<file path="src/rtl/ct_f_spsram_256x52_ctrl.sv">
// Access controller for the 256x52 single-port SRAM macro: array clear, in-order
// request serialisation with half-word write enables, credit-controlled read responses.
module ct_f_spsram_256x52_ctrl #(
    parameter int                    ADDR_WIDTH = 8,
    parameter int                    DATA_WIDTH = 52,
    parameter int                    RSP_DEPTH  = 4,
    parameter logic [DATA_WIDTH-1:0] INIT_DATA  = '0
) (
    input  logic                  CLK,
    input  logic                  RST,
    input  logic                  init_req,
    output logic                  init_done,
    input  logic                  req_vld,
    output logic                  req_rdy,
    input  logic                  req_wr,
    input  logic [ADDR_WIDTH-1:0] req_addr,
    input  logic [1:0]            req_wbe,
    input  logic [DATA_WIDTH-1:0] req_wdata,
    output logic                  rsp_vld,
    input  logic                  rsp_rdy,
    output logic [DATA_WIDTH-1:0] rsp_rdata,
    output logic                  sram_cen,
    output logic                  sram_gwen,
    output logic [DATA_WIDTH-1:0] sram_wen,
    output logic [ADDR_WIDTH-1:0] sram_a,
    output logic [DATA_WIDTH-1:0] sram_d,
    input  logic [DATA_WIDTH-1:0] sram_q
);
    localparam int LO_W  = DATA_WIDTH / 2;
    localparam int HI_W  = DATA_WIDTH - LO_W;
    localparam int CNT_W = $clog2(RSP_DEPTH + 1);
    localparam int PTR_W = (RSP_DEPTH > 1) ? $clog2(RSP_DEPTH) : 1;
    localparam logic [CNT_W:0]   CREDITS  = (CNT_W + 1)'(RSP_DEPTH);
    localparam logic [CNT_W-1:0] FULL_CNT = CNT_W'(RSP_DEPTH);
    localparam logic [PTR_W-1:0] LAST_PTR = PTR_W'(RSP_DEPTH - 1);

    typedef enum logic [1:0] {ST_INIT, ST_RUN, ST_DRAIN} state_t;

    state_t                state_q, state_d;
    logic [ADDR_WIDTH-1:0] cnt_q, cnt_d;
    logic [CNT_W-1:0]      inflight_q, inflight_d;
    logic [CNT_W-1:0]      rsp_count_q;
    logic [PTR_W-1:0]      wr_ptr_q, rd_ptr_q;
    logic [DATA_WIDTH-1:0] rsp_mem [RSP_DEPTH];
    logic                  rd_issue_q, rd_ret_q;

    logic                  cen_d, gwen_d;
    logic [DATA_WIDTH-1:0] wen_d, d_d;
    logic [ADDR_WIDTH-1:0] a_d;
    logic                  credit_avail, accept, accept_rd, push, pop;

    function automatic logic [PTR_W-1:0] ptr_inc(input logic [PTR_W-1:0] p);
        return (p == LAST_PTR) ? '0 : p + 1'b1;
    endfunction

    // Outstanding reads plus buffered responses may never exceed the buffer size.
    assign credit_avail = ({1'b0, inflight_q} + {1'b0, rsp_count_q}) < CREDITS;
    assign req_rdy      = (state_q == ST_RUN) && credit_avail;
    assign init_done    = (state_q == ST_RUN);
    assign accept       = req_vld && req_rdy;
    assign accept_rd    = accept && !req_wr;
    assign push         = rd_ret_q;
    assign rsp_vld      = (rsp_count_q != '0);
    assign pop          = rsp_vld && rsp_rdy;
    assign rsp_rdata    = rsp_vld ? rsp_mem[rd_ptr_q] : '0;

    // NOTE: every signal driven here gets a default first, so no path can infer a latch.
    always_comb begin
        state_d = state_q;
        cnt_d   = cnt_q;
        cen_d   = 1'b1;
        gwen_d  = 1'b1;
        wen_d   = '1;
        a_d     = sram_a;
        d_d     = sram_d;
        unique case (state_q)
            ST_INIT: begin
                cen_d  = 1'b0;
                gwen_d = 1'b0;
                wen_d  = '0;
                a_d    = cnt_q;
                d_d    = INIT_DATA;
                cnt_d  = cnt_q + 1'b1;
                if (cnt_q == '1) state_d = ST_RUN;
            end
            ST_RUN: begin
                if (accept) begin
                    cen_d = 1'b0;
                    a_d   = req_addr;
                    if (req_wr) begin
                        gwen_d = ~|req_wbe;
                        wen_d  = {{HI_W{~req_wbe[1]}}, {LO_W{~req_wbe[0]}}};
                        d_d    = req_wdata;
                    end
                end
                if (init_req) state_d = ST_DRAIN;
            end
            ST_DRAIN: begin
                if (inflight_q == '0 && rsp_count_q == '0) begin
                    state_d = ST_INIT;
                    cnt_d   = '0;
                end
            end
            default: state_d = ST_INIT;
        endcase
    end

    always_comb begin
        inflight_d = inflight_q;
        if (accept_rd && !push)      inflight_d = inflight_q + 1'b1;
        else if (!accept_rd && push) inflight_d = inflight_q - 1'b1;
    end

    always_ff @(posedge CLK or posedge RST) begin
        if (RST) begin
            state_q    <= ST_INIT;
            cnt_q      <= '0;
            inflight_q <= '0;
        end else begin
            state_q    <= state_d;
            cnt_q      <= cnt_d;
            inflight_q <= inflight_d;
        end
    end

    // Read data from the macro lands two edges after acceptance.
    always_ff @(posedge CLK or posedge RST) begin
        if (RST) begin
            sram_cen   <= 1'b1;
            sram_gwen  <= 1'b1;
            sram_wen   <= '1;
            sram_a     <= '0;
            sram_d     <= '0;
            rd_issue_q <= 1'b0;
            rd_ret_q   <= 1'b0;
        end else begin
            sram_cen   <= cen_d;
            sram_gwen  <= gwen_d;
            sram_wen   <= wen_d;
            sram_a     <= a_d;
            sram_d     <= d_d;
            rd_issue_q <= accept_rd;
            rd_ret_q   <= rd_issue_q;
        end
    end

    always_ff @(posedge CLK or posedge RST) begin
        if (RST) begin
            wr_ptr_q    <= '0;
            rd_ptr_q    <= '0;
            rsp_count_q <= '0;
        end else begin
            if (push) wr_ptr_q <= ptr_inc(wr_ptr_q);
            if (pop)  rd_ptr_q <= ptr_inc(rd_ptr_q);
            case ({push, pop})
                2'b10:   rsp_count_q <= rsp_count_q + 1'b1;
                2'b01:   rsp_count_q <= rsp_count_q - 1'b1;
                default: rsp_count_q <= rsp_count_q;
            endcase
        end
    end

    // NOTE: the response storage is not reset; rsp_rdata is masked by rsp_vld, so
    // stale entries never reach the output and the array stays a plain register file.
    always_ff @(posedge CLK) begin
        if (push) rsp_mem[wr_ptr_q] <= sram_q;
    end

    rsp_no_overflow: assert property (@(posedge CLK) disable iff (RST)
        push |-> (rsp_count_q != FULL_CNT));

endmodule
</file>
<file path="config.mk">
export PLATFORM = sky130hd
export DESIGN_NAME = ct_f_spsram_256x52_ctrl
export DESIGN_NICKNAME = d
export VERILOG_FILES = /design/src/rtl/ct_f_spsram_256x52_ctrl.sv
export SDC_FILE = /design/constraint.sdc
export NUM_CORES = 1
export LEC_CHECK = 0
export ABC_AREA = 1
export CAP_MARGIN = 20
export CORE_MARGIN = 1
export CORE_UTILIZATION = 54
export DETAILED_ROUTE_END_ITERATION = 10
export PLACE_DENSITY = 0.85
export SLEW_MARGIN = 20
export SYNTH_ARGS = -nofsm -noshare
export SYNTH_HDL_FRONTEND = slang
export SYNTH_SLANG_ARGS = --single-unit
</file>
<file path="constraint.sdc">
create_clock -name CLK -period 3.9 [get_ports CLK]
set_input_delay 0.39 -clock CLK [delete_from_list [all_inputs] [get_ports CLK]]
set_output_delay 0.39 -clock CLK [all_outputs]
set_load 0.05 [all_outputs]
</file>
==> flow_metrics.py, run 1 <==
metrics = {
    "yosys": {
        "synth_cell_types": 27,
        "synth_top_area_share_pct": 49.57,
        "synth_area_leaders": "edfxtp_1 50%, dfrtp_1 16%, nor2_1 8.1%, nand2_1 5.1%, o21ai_0 5.0%",
        "synth_cells": 1212,
        "ys_seq_area_share_pct": 66.69,
        "ys_ff_latch": 294,
        "syn-num-nets": 1344,
        "yosys_warnings": 0,
        "synth_area_um2": 12600,
        "syn_area_per_cell_um2": 10.40,
        "synth_top_area_cell": "edfxtp_1",
    },
    "clocking": {
        "clk_pin_slew_ns": 0.07,
        "cts_tree": "built",
        "cts.sinks": 294,
        "clockBufferDepth": 3,
        "cts_resized": 0,
        "cts_buffers": 28,
        "post_cts_buffers": 0,
        "clock_latency_ns": 0.55,
        "cts-root-buf": "clkbuf_16",
        "ctsHoldBuffers": 0,
        "htree_levels": 1,
    },
    "worst_setup_path": {
        "path_max_fanout": 39,
        "path_cells": "inv_2 -> buf_4 -> o21ai_0 -> a21oi_1 -> clkdlybuf4s50_1",
        "end_kind": "output pin",
        "cp_data_arrival_time_ns": 3.14,
        "cp-start-kind": "register",
        "cp_top_family": "buffers and inverters",
        "path_buf_inv": 3,
        "worstPathRequired_ns": 3.51,
        "critPathSlowestCell": "clkdlybuf4s50_1",
        "slowest_delay_ns": 0.83,
        "worstSetupPathType": "reg2out",
    },
    "detailed_routing": {
        "drt_wl_total_mm": 29.84,
        "viasPerCell": 5.245,
        "vias": 9283,
        "drt-wirelength-per-cell_um": 16.86,
        "drt_drc_violations_left": 0,
        "postRouteAntennaNets": 0,
        "firstDrtPassIters": 5,
        "drt-initial-drc-count": 800,
    },
    "sta": {
        "rsz0062_at_grt": "no",
        "fin_worst_skew_ns": 0.02460,
        "finalMaxSlewViolations": 0,
        "hold_violations": 0,
        "fmax_mhz": 283.3,
        "worstMarginPinSlew_ns": 0.7630,
        "fin_crit_sh_pct": 90.52,
        "setup-violations-final": 0,
        "max_slew_margin_pct": 49.06,
        "final.min_clock_period_ns": 3.530,
        "tns_ns": 0,
    },
    "placement": {
        "numPortBuffers": 288,
        "dp_hpwl_mm": 18.56,
        "routabilityCongestion": 0.7929,
        "placed_cell_area_um2": 15350,
    },
    "final_layout": {
        "syn2layout_area_growth_pct": 29.54,
        "finish.instance_area_um2": 16320,
        "fin_nets": 1566,
        "final_cell_mix": "285 x clkdlybuf4s50_1, 272 x nor2_1, 208 x edfxtp_1",
        "layout-drive-gt1-share_pct": 6.250,
        "final_common_cell": "clkdlybuf4s50_1",
        "multi_input_area_um2": 3207,
        "final_util_pct": 71.66,
        "fillers": 1533,
        "register_area_um2": 8408,
    },
    "die": {
        "dieArea_um2": 23950,
        "die_h_um": 154.8,
        "fp.dieW_um": 154.8,
        "start_util_pct": 55.32,
        "rows": 55,
        "io_pins": 289,
        "core_area_um2": 22780,
    },
    "grt": {
        "globalRoute.totalOverflow": 0,
        "grt_pass1_wl_mm": 47.26,
        "grt_max_degree": 66,
        "antenna_found_initial": 1,
        "grt_pass1_vias": 9224,
        "grt_usage_pct": 25.20,
    },
    "flow_run": {
        "maxCapViolations": 0,
    },
    "power_and_ir_drop": {
        "power_mw": 10.48,
        "power.leakage_nw": 6.541,
        "p_per_area_nw_per_um2": 642.1,
        "ir_drop_v": 0.0004857,
    },
    "hold_path": {
        "hold_path_class": "in2async",
    },
    "run_status": {
        "status": "complete, no violations",
    },
}
-- power by group --
part           switching, mW  internal, mW  total (mW)
clock                   1.17          1.66        2.83
combinational           2.89          1.30        4.19
sequential            0.0844          3.38        3.46
total                   4.14          6.34        10.5
-- final timing paths --
kind | to | startpoint | cells past startpoint | slack (ns)
min in group CLK | push$_DFF_PP0_ | rd_issue_q$_DFF_PP0_ | 0 | 0.35
max in group asynchronous | sram_cen$_DFF_PP1_ | RST | 3 | 2.86
worst max-delay path | rsp_rdata[8] | rd_ptr_q[0]$_DFFE_PP0P_ | 5 | 0.37
worst max register to register | inflight_q[2]$_DFFE_PP0P_ | inflight_q[2]$_DFFE_PP0P_ | 12 | 1.38
worst min register to register | push$_DFF_PP0_ | rd_issue_q$_DFF_PP0_ | 0 | 0.35
worst min-delay path | sram_d[41]$_DFFE_PP0P_ | RST | 2 | 0.21
-- cell families after synthesis --
logic type / after synthesis / share of synthesized area (%)
and+or+nand+nor: 519 / 16.36
buffers and inverters: 198 / 7.924
xor gates and xnor gates: 5 / 0.3476
DFF: 294 / 66.69
AOI/OAI and AO/OA: 183 / 7.278
muxes: 1 / 0.08936
adders and majority gates: 12 / 1.311
-- cells in the mapped netlist --
master and count:
a21oi_1 55, buf_1 7, buf_2 24, buf_4 50
buf_6 5, clkbuf_1 29, dfrtp_1 82, dfstp_2 4
edfxtp_1 208, fa_1 2, ha_1 10, inv_1 80
inv_2 3, mux2_2 1, nand2_1 170, nand2_2 1
nand2_4 1, nand3_1 69, nand3_2 1, nand3b_1 1
nor2_1 272, nor2_2 2, nor3_1 2, o21ai_0 127
o22ai_1 1, xnor2_1 3, xor2_1 2
-- through the flow --
stage	instances	setup WS, ns	hold slack, ns
floorplan	1212	1.166	0.3312
global placement	1717	0.9882	0.3349
detailed placement	1717	0.9902	0.3396
CTS	1769	0.3482	0.2221
global route	1770	0.2112	0.2825
finish	1770	0.3699	0.2128
-- layer usage --
metal	GRT usage [%]	vias to the layer above	wire length, um
met5	0	-	0
met4	7.685	0	670
met3	6.024	48	2569
met2	44.00	391	15230
met1	31.06	4448	11360
li1	-	4396	-
-- final cells by class --
cell class	instances	share of cell area, %
clock inverter	21	1.587
multi-input combinational	720	19.65
antenna	1	0.01533
timing repair buffer	307	18.57
inverter	83	1.916
tap	313	2.399
clock buffer	31	4.361
sequential	294	51.51
-- worst register-to-register path: stages (launching register included) --
cell and delay, ns:
dfrtp_1 0.41, ha_1 0.30, nor2_1 0.09, nand2_1 0.07
nor2_2 0.16, nand2_1 0.15, nor2_1 0.20, ha_1 0.18
inv_1 0.06, fa_1 0.37, a21oi_1 0.14, o21ai_0 0.11
xor2_1 0.15
-- registers in the layout, indices dropped and copies added (netlist names) --
name         flops
state_q          2
rd_ptr_q         2
inflight_q       3
push             1
sram_cen         1
sram_gwen        1
rsp_count_q      3
rsp_mem        208
sram_a           8
rd_issue_q       1
sram_wen         2
sram_d          52
cnt_q            8
wr_ptr_q         2
Note: power is estimated with default switching activity, not from simulation.
==> run 2: changes to the inputs <==
REMOVE_ABC_BUFFERS = 1   (was default)
==> run 2 against run 1 <==
Sequential cell count stayed put. Register-to-register slack worse by 0.09 ns. Total power up 0.60%. Critical path depth rose by 1. Utilization up 0.13 points. Worst hold slack better by 0.027 ns. Critical endpoint is now rsp_rdata[31]. Largest power group unchanged. Highest routed layer unchanged.
==> flow_metrics.py, run 2 (synthesis gave the netlist of run 1 again) <==
metrics = {
    "run_status": {
        "status": "complete, no violations",
    },
    "clocking": {
        "cts_buffers": 29,
        "cts.sinks": 294,
        "clk_pin_slew_ns": 0.06,
        "clock_latency_ns": 0.53,
        "htree_levels": 1,
        "cts_resized": 0,
        "post_cts_buffers": 0,
        "cts-root-buf": "clkbuf_16",
        "cts_tree": "built",
        "ctsHoldBuffers": 0,
        "clockBufferDepth": 3,
    },
    "die": {
        "start_util_pct": 55.32,
        "core_area_um2": 22780,
        "die_h_um": 154.8,
        "io_pins": 289,
        "rows": 55,
        "dieArea_um2": 23950,
        "fp.dieW_um": 154.8,
    },
    "final_layout": {
        "instances_no_fill": 1771,
        "syn2layout_area_growth_pct": 29.78,
        "reg_top3": "rsp_mem: 208 flops, sram_d: 52 flops",
        "largest_reg_flops": 208,
        "final_cell_mix": "280 x clkdlybuf4s50_1, 272 x nor2_1, 208 x edfxtp_1",
        "final_common_cell": "clkdlybuf4s50_1",
        "final_util_pct": 71.79,
        "layout-drive-gt1-share_pct": 6.314,
        "fin_nets": 1567,
        "top_register": "rsp_mem",
    },
    "sta": {
        "setup-violations-final": 0,
        "worstMarginPinSlew_ns": 0.8966,
        "fmax_mhz": 284.4,
        "rsz0062_at_grt": "no",
        "hold-worst-slack_ns": 0.2399,
        "max_slew_margin_pct": 40.14,
        "fin_ws_ns": 0.3840,
        "finalMaxSlewViolations": 0,
        "fin_crit_sh_pct": 90.15,
        "final.min_clock_period_ns": 3.516,
        "fin_worst_skew_ns": 0.01683,
        "hold_violations": 0,
    },
    "detailed_routing": {
        "drt-wirelength-per-cell_um": 17.13,
        "postRouteAntennaNets": 0,
        "drt_drc_violations_left": 0,
        "viasPerCell": 5.209,
        "drt_wl_total_mm": 30.34,
        "drt-initial-drc-count": 609,
        "firstDrtPassIters": 5,
        "vias": 9225,
    },
    "power_and_ir_drop": {
        "power.leakage_nw": 6.569,
        "p_int_mw": 6.455,
        "p_per_area_nw_per_um2": 644.7,
        "switchingPower_mw": 4.088,
        "power_mw": 10.54,
        "ir_drop_v": 0.0003838,
        "p_sw_share_pct": 38.77,
        "clock_power_share_pct": 27.4,
        "seqPwrFrac_pct": 32.8,
        "power_frac_comb_pct": 39.9,
    },
    "worst_setup_path": {
        "r2r_cells": 12,
        "end_kind": "output pin",
        "cp-start-kind": "register",
        "path_cells": "inv_2 -> buf_4 -> nor2_1 -> o21ai_0 -> a21oi_1 -> clkdlybuf4s50_1",
        "path_buf_inv": 3,
        "cp_data_arrival_time_ns": 3.13,
        "worstSetupPathType": "reg2out",
        "worstPathRequired_ns": 3.51,
        "slowest_delay_ns": 0.87,
        "critPathSlowestCell": "clkdlybuf4s50_1",
        "critical_path_depth": 6,
        "path_max_fanout": 46,
        "cp_top_family": "buffers and inverters",
    },
    "grt": {
        "grt_pass1_vias": 9345,
        "antenna_found_initial": 1,
        "globalRoute.totalOverflow": 0,
        "grt_max_degree": 107,
        "grt_pass1_wl_mm": 47.10,
        "grt_usage_pct": 25.04,
    },
    "placement": {
        "dp_slack_ns": 0.9687,
        "dp_cells": 1717,
        "routabilityCongestion": 0.8031,
        "numPortBuffers": 288,
        "dp_hpwl_mm": 18.79,
    },
    "hold_path": {
        "hold_path_class": "in2async",
    },
    "flow_run": {
        "maxCapViolations": 0,
    },
}
[run 2: cell count changes in the layout (fill, tap and decap cells not counted)]
cell	before	now
buf_12	1	3
clkbuf_16	28	30
clkinvlp_4	3	1
clkdlybuf4s50_1	285	280
clkinvlp_2	1	0
clkbuf_8	0	1
clkinv_2	9	6
buf_4	21	24
clkinv_16	1	0
clkinv_1	3	2
clkbuf_1	3	9
[run 2: power by group through the flow]
stage               combinational [mW]  sequential (mW)  clock, mW
detailed placement                4.18             3.52          0
global route                      4.46             3.46       3.05
floorplan                         2.57             3.61          0
CTS                               4.22             3.45       2.93
finish                            4.20             3.46       2.89
global placement                  4.12             3.51          0
[run 2: area by class of cell]
cell class	count	area, um2
Clock inverter	13	190.2
Inverter	83	312.8
Sequential cell	294	8408
Tap cell	313	391.6
Timing Repair Buffer	307	3043
Antenna cell	1	2.502
Fill cell	1553	6425
Multi-Input combinational cell	720	3207
Clock buffer	40	798.3
[run 2: metrics by stage]
stage          setup TNS [ns]  area (um2)
5_1_grt                     0       16350
2_1_floorplan         -112.52       11910
3_5_place_dp                0       15360
4_1_cts                     0       16350
3_3_place_gp                0       15360
6_report                    0       16350
[run 2: worst paths after layout]
kind	slack, ns	endpoint	startpoint
setup reg to reg	1.29	inflight_q[2]$_DFFE_PP0P_	inflight_q[1]$_DFFE_PP0P_
hold / removal	0.24	sram_d[35]$_DFFE_PP0P_	RST
max in group asynchronous	2.84	sram_wen[25]$_DFF_PP1_	RST
min in group CLK	0.35	push$_DFF_PP0_	rd_issue_q$_DFF_PP0_
hold reg to reg	0.35	push$_DFF_PP0_	rd_issue_q$_DFF_PP0_
setup / recovery	0.38	rsp_rdata[31]	rd_ptr_q[1]$_DFFE_PP0P_
[run 2: per-layer routing]
layer / part of all wire [%] / vias up / global-route usage (%)
met5: 0 / - / 0
met4: 2.1 / 0 / 8.251
met3: 9.5 / 48 / 7.089
met2: 49 / 422 / 43.20
met1: 39 / 4353 / 30.35
li1: - / 4402 / -
